--- src/rtl/fetch_sequencer_pkg.sv ---
// rtl/fetch_sequencer_pkg.sv - shared constants and PC range check for the fetch stage
package fetch_sequencer_pkg;

    localparam logic [1:0]  FS_FETCH = 2'd0;
    localparam logic [1:0]  FS_VALID = 2'd1;
    localparam logic [1:0]  FS_FAULT = 2'd2;

    localparam logic [31:0] RESET_PC_DEFAULT = 32'h0000_0000;

    localparam logic [5:0]  OP_J     = 6'h02;
    localparam logic [5:0]  OP_JAL   = 6'h03;
    localparam logic [5:0]  OP_BEQ   = 6'h04;
    localparam logic [5:0]  OP_BNE   = 6'h05;
    localparam logic [5:0]  FUNCT_JR = 6'h08;

    // last_word is the highest legal word address (imem size minus 4)
    function automatic logic pc_faulty(input logic [31:0] pc, input logic [31:0] last_word);
        return (pc[1:0] != 2'b00) || (pc > last_word);
    endfunction

endpackage

--- src/rtl/fetch_sequencer_pc_next.sv ---
// rtl/fetch_sequencer_pc_next.sv - next-PC select (jr > j/jal > branch > pc+4) and fault check
module fetch_sequencer_pc_next
    import fetch_sequencer_pkg::*;
#(
    parameter int IMEM_BYTES = 1024
) (
    input  logic [31:0] i_pc,
    input  logic        i_branch_taken,
    input  logic [15:0] i_branch_imm,
    input  logic        i_jump,
    input  logic [25:0] i_jump_index,
    input  logic        i_jump_reg,
    input  logic [31:0] i_jr_target,
    output logic [31:0] o_next_pc,
    output logic        o_next_fault
);

    logic [31:0] w_pc_plus4;
    logic [31:0] w_branch_off;

    assign w_pc_plus4   = i_pc + 32'd4;
    assign w_branch_off = {{14{i_branch_imm[15]}}, i_branch_imm, 2'b00};

    always_comb begin
        o_next_pc = w_pc_plus4;
        if (i_jump_reg) begin
            o_next_pc = i_jr_target;
        end else if (i_jump) begin
            o_next_pc = {w_pc_plus4[31:28], i_jump_index, 2'b00};
        end else if (i_branch_taken) begin
            o_next_pc = w_pc_plus4 + w_branch_off;
        end
    end

    assign o_next_fault = pc_faulty(o_next_pc, 32'(IMEM_BYTES - 4));

endmodule

--- src/rtl/fetch_sequencer.sv ---
// rtl/fetch_sequencer.sv - PC owner: assembles big-endian words from byte imem, hands them to the core
module fetch_sequencer
    import fetch_sequencer_pkg::*;
#(
    parameter logic [31:0] RESET_PC   = RESET_PC_DEFAULT,
    parameter int          IMEM_BYTES = 1024
) (
    input  logic        clk,
    input  logic        reset,
    output logic [31:0] mem_addr,
    input  logic [7:0]  mem_rdata,
    output logic [31:0] instr,
    output logic [31:0] pc,
    output logic [31:0] link_addr,
    output logic        instr_valid,
    input  logic        instr_ready,
    input  logic        branch_taken,
    input  logic [15:0] branch_imm,
    input  logic        jump,
    input  logic [25:0] jump_index,
    input  logic        jump_reg,
    input  logic [31:0] jr_target,
    output logic        fault
);

    logic [1:0]  r_state;
    logic [2:0]  r_cnt;
    logic [31:0] r_pc;
    logic [31:0] r_instr;
    logic [31:0] r_mem_addr;
    logic [31:0] w_next_pc;
    logic        w_next_fault;

    fetch_sequencer_pc_next #(
        .IMEM_BYTES (IMEM_BYTES)
    ) u_pc_next (
        .i_pc           (r_pc),
        .i_branch_taken (branch_taken),
        .i_branch_imm   (branch_imm),
        .i_jump         (jump),
        .i_jump_index   (jump_index),
        .i_jump_reg     (jump_reg),
        .i_jr_target    (jr_target),
        .o_next_pc      (w_next_pc),
        .o_next_fault   (w_next_fault)
    );

    always_ff @(posedge clk) begin
        if (reset) begin
            r_pc       <= RESET_PC;
            r_cnt      <= 3'd0;
            r_instr    <= 32'd0;
            r_mem_addr <= RESET_PC;
            r_state    <= pc_faulty(RESET_PC, 32'(IMEM_BYTES - 4)) ? FS_FAULT : FS_FETCH;
        end else begin
            case (r_state)
                FS_FETCH: begin
                    // mem_rdata in cnt=k is the byte addressed during cnt=k-1
                    case (r_cnt)
                        3'd1:    r_instr[31:24] <= mem_rdata;
                        3'd2:    r_instr[23:16] <= mem_rdata;
                        3'd3:    r_instr[15:8]  <= mem_rdata;
                        3'd4:    r_instr[7:0]   <= mem_rdata;
                        default: ;
                    endcase
                    if (r_cnt < 3'd3) begin
                        r_mem_addr <= r_pc + 32'(r_cnt) + 32'd1;
                    end
                    if (r_cnt == 3'd4) begin
                        r_cnt   <= 3'd0;
                        r_state <= FS_VALID;
                    end else begin
                        r_cnt <= r_cnt + 3'd1;
                    end
                end
                FS_VALID: begin
                    if (instr_ready) begin
                        r_pc       <= w_next_pc;
                        r_cnt      <= 3'd0;
                        r_mem_addr <= w_next_pc;
                        r_state    <= w_next_fault ? FS_FAULT : FS_FETCH;
                    end
                end
                FS_FAULT: ;
                default:  r_state <= FS_FAULT;
            endcase
        end
    end

    assign mem_addr    = r_mem_addr;
    assign instr       = r_instr;
    assign pc          = r_pc;
    assign link_addr   = r_pc + 32'd4;
    assign instr_valid = (r_state == FS_VALID);
    assign fault       = (r_state == FS_FAULT);

endmodule

--- config.mk ---
export PLATFORM = sky130hd
export DESIGN_NAME = fetch_sequencer
export DESIGN_NICKNAME = d
export VERILOG_FILES = /design/src/rtl/fetch_sequencer_pkg.sv /design/src/rtl/fetch_sequencer_pc_next.sv /design/src/rtl/fetch_sequencer.sv
export SDC_FILE = /design/constraint.sdc
export NUM_CORES = 1
export LEC_CHECK = 0
export BUFFER_PORTS_ARGS = -buffer_cell sky130_fd_sc_hd__clkbuf_2
export CAP_MARGIN = 10
export CORE_UTILIZATION = 38
export DETAILED_ROUTE_END_ITERATION = 8
export HOLD_SLACK_MARGIN = 0.08
export SYNTH_ARGS = -nofsm -noshare
export SYNTH_HDL_FRONTEND = slang
export SYNTH_SLANG_ARGS = --single-unit
export TNS_END_PERCENT = 30
--- constraint.sdc ---
create_clock -name clk -period 4.36 [get_ports clk]
set_clock_uncertainty 0.2 [all_clocks]
set_input_delay 0.218 -clock clk [delete_from_list [all_inputs] [get_ports clk]]
set_output_delay 0.218 -clock clk [all_outputs]
set_load 0.01 [all_outputs]
==> qor.csv <==
metric,value,unit
finalNonFillerCells,1588,
cts_buffers,9,
via_count,8625,
min_path_cells,3,
multi_input_comb_area,0.00532,mm²
critPathMaxFanout,7,
dieArea,0.0204,mm²
clk_pin_slew_worst_paths,0.08,ns
yosys_most_used_dff,dfxtp_1,
grt_overflow,0,
reg2reg_depth,16,
rows,51,
min_period,4.27,ns
drive_gt1_share,28.6,%
ff2ff_setup_slack,0.09,ns
fin_util,51.1,%
cp-end-kind,flop,
hold_violations,0,
syn_area_per_cell,7.15,µm²
grt_pass1_vias,7821,
synth-warning-count,0,
cpLargestDelayFamily,simple AND/OR/NAND/NOR gates,
fin_setup_tns,0,ns
nets,1446,
dp.cells,1558,
hold_path_startpoint,jr_target[5],
synthCells,1054,
dr.pass1.iters,5,
start_util,38.7,%
worstPathRequired,4.38,ns
setup_violations,0,
wl_met2,13500,µm
ys_ff_latch,101,
tritoncts,built,
core,0.0195,mm²
diodes,0,
htree_levels,3,
powerDensity,237,mW/mm²
maxUsedRoutingLayer,met4,
yosys.area.top_type,dfxtp_1,
fin_ws,0.0897,ns
syn_nets,1182,
clock-sinks,101,
insertion_delay,0.35,ns
synth_edf_count,0,
drt_iter0_markers,492,
fp.dieW,143,µm
hold_class,primary input to flop,
via_per_inst,5.43,
worst_slew_pin_slew,0.666,ns
register_area,0.00203,mm²
r2r_end,r_state[1]$_SDFFE_PP0P_,
dp_slack,0.0562,ns
crit_arrival,4.29,ns
wl_met3,1680,µm
maxCapViolCount,0,
num-fill-cells,1981,
status,"finished, final reports clean",
wl_per_cell,18.0,µm
power_leakage,4.54,nW
ys_seq_area_share,26.8,%
grt_pass1_wl,43100,µm
ir_worst_vdd,201,µV
slew_viol_final,0,
area_growth,31.8,%
path_buf_inv,3,
p_total,2.35,mW
yosys-top-cells-area,"dfxtp_1 27%, nand2_1 8.8%, a21oi_1 8.2%",
max_stage_delay,0.59,ns
grt_max_degree,59,
timing.rr.start,pc[2]$_SDFFE_PP0P_,
synth_cell_types,72,
crit_type,flop to flop,
rsz0062_at_grt,yes,
max_freq,234,MHz
timing.final.crit_share,97.9,%
routabilityCongestion,0.946,
relSlewSlack,55.2,%
cts_root_buf,clkbuf_16,
min_to,pc[5]$_SDFFE_PP0P_,
chipHeight,143,µm
port_buffers,217,
final_common_cell,clkbuf_2,
antenna_found_initial,0,
critPathSlowestCell,or4_1,
cp-start-kind,flop,
synthesis.area,0.00754,mm²
crit_chain,"buf_4, inv_1, or4_1, xnor2_2, ha_1, nand3_1, nor2_1, a21o_1, o21ai_1, buf_4, nand2_1, xor2_1, a41oi_1, nand4_1, nor4_2, a41oi_1",
drc,0,
ios,218,
grt_usage,27.4,%
ant_nets,0,
dp_hpwl,22400,µm
yosysTopAreaCellShare,26.8,%
layout_common_cells,"216 x clkbuf_2, 176 x nand2_1, 131 x nor2_1, 123 x a21oi_1, 96 x buf_4",
drt-total-wl,28600,µm
synthArstFlopShare,0,%
wl_met1,12800,µm
clk_path_buf_depth,2,
==> worst max path at each step <==
| stage | start | end | slack [ns] | depth (start not counted) |
|---|---|---|---|---|
| 2_1_floorplan | pc[3]$_SDFFE_PP0P_ | mem_addr[31]$_SDFFE_PP0P_ | 0.24 | 16 |
| 3_3_place_gp | pc[10]$_SDFFE_PP0P_ | r_state[1]$_SDFFE_PP0P_ | -0.006 | 15 |
| 3_5_place_dp | pc[3]$_SDFFE_PP0P_ | r_state[1]$_SDFFE_PP0P_ | 0.06 | 16 |
| 4_1_cts | pc[3]$_SDFFE_PP0P_ | r_state[1]$_SDFFE_PP0P_ | 0.003 | 16 |
| 5_1_grt | pc[15]$_SDFFE_PP0P_ | r_state[1]$_SDFFE_PP0P_ | -0.09 | 15 |
| 6_report | pc[2]$_SDFFE_PP0P_ | r_state[1]$_SDFFE_PP0P_ | 0.09 | 16 |
==> synth_stat cells (10+ instances only) <==
cell	n
xor2_1	34
o211ai_1	20
and2_1	15
o22ai_1	13
nor3_1	18
dfxtp_1	101
a21oi_1	124
inv_1	19
ha_1	38
a211oi_1	38
nand4_1	12
o21a_1	10
buf_2	13
o21ai_0	37
xnor2_1	36
a21o_1	10
nand2_1	177
nand3_1	30
nor2_1	131
clkbuf_1	45
==> cell families after synthesis <==
kind of cell / share of synthesized area, %
multiplexers: 1.08
flip-flops: 26.8
AO/OA/AOI/OAI: 25.3
buffers and inverters: 4.71
AND/OR/NAND/NOR: 26.7
adder cells (fa/ha/maj): 6.84
XOR/XNOR: 8.56
==> worst register-to-register path, stage by stage, from the launching register on <==
cell and delay [ns]:
dfxtp_1 0.34, buf_4 0.17, inv_1 0.13, or4_1 0.59, xnor2_2 0.30, ha_1 0.35
nand3_1 0.13, nor2_1 0.06, a21o_1 0.26, o21ai_1 0.25, buf_4 0.16, nand2_1 0.06
xor2_1 0.15, a41oi_1 0.36, nand4_1 0.17, nor4_2 0.31, a41oi_1 0.14
==> registers in the layout, summed over array words and instances, names as in the netlist <==
| register | count |
|---|---|
| r_state | 2 |
| mem_addr | 32 |
| r_cnt | 3 |
| pc | 32 |
| instr | 32 |
==> layout make-up <==
class                           count  share of cell area (%)
Sequential cell                   101                    20.4
Multi-Input combinational cell    865                    53.5
Clock buffer                       10                    2.30
Inverter                           19                   0.718
Clock inverter                      6                   0.554
Tap cell                          265                    3.34
Timing Repair Buffer              322                    19.1
==> report_power, final <==
part	internal, mW	total (mW)	switching [mW]
clock network	0.399	0.780	0.381
registers	0.961	0.991	0.0298
logic	0.224	0.581	0.357
==> stage by stage <==
| step | hold slack (ns) | instance area, µm² |
|---|---|---|
| 2_1_floorplan | 0.154 | 7540 |
| 3_3_place_gp | 0.242 | 9370 |
| 3_5_place_dp | 0.247 | 9370 |
| 4_1_cts | 0.101 | 9760 |
| 5_1_grt | 0.116 | 9940 |
| 6_report | 0.107 | 9940 |
==> timing repair <==
item / in CTS / in global routing
hold endpoints to repair: 34 / 0
setup endpoints to repair: 0 / 13
buffers inserted: 0 / 4
resized for setup: 0 / 37
hold buffers: 10 / 0
==> layer usage <==
layer  vias up  GRT usage, %
met1      3999          36.3
met3        44          3.69
met2       317          46.1
met5         -             0
li1       4265             -
met4         0          7.98
No activity file was read; power rests on OpenSTA's default activity.
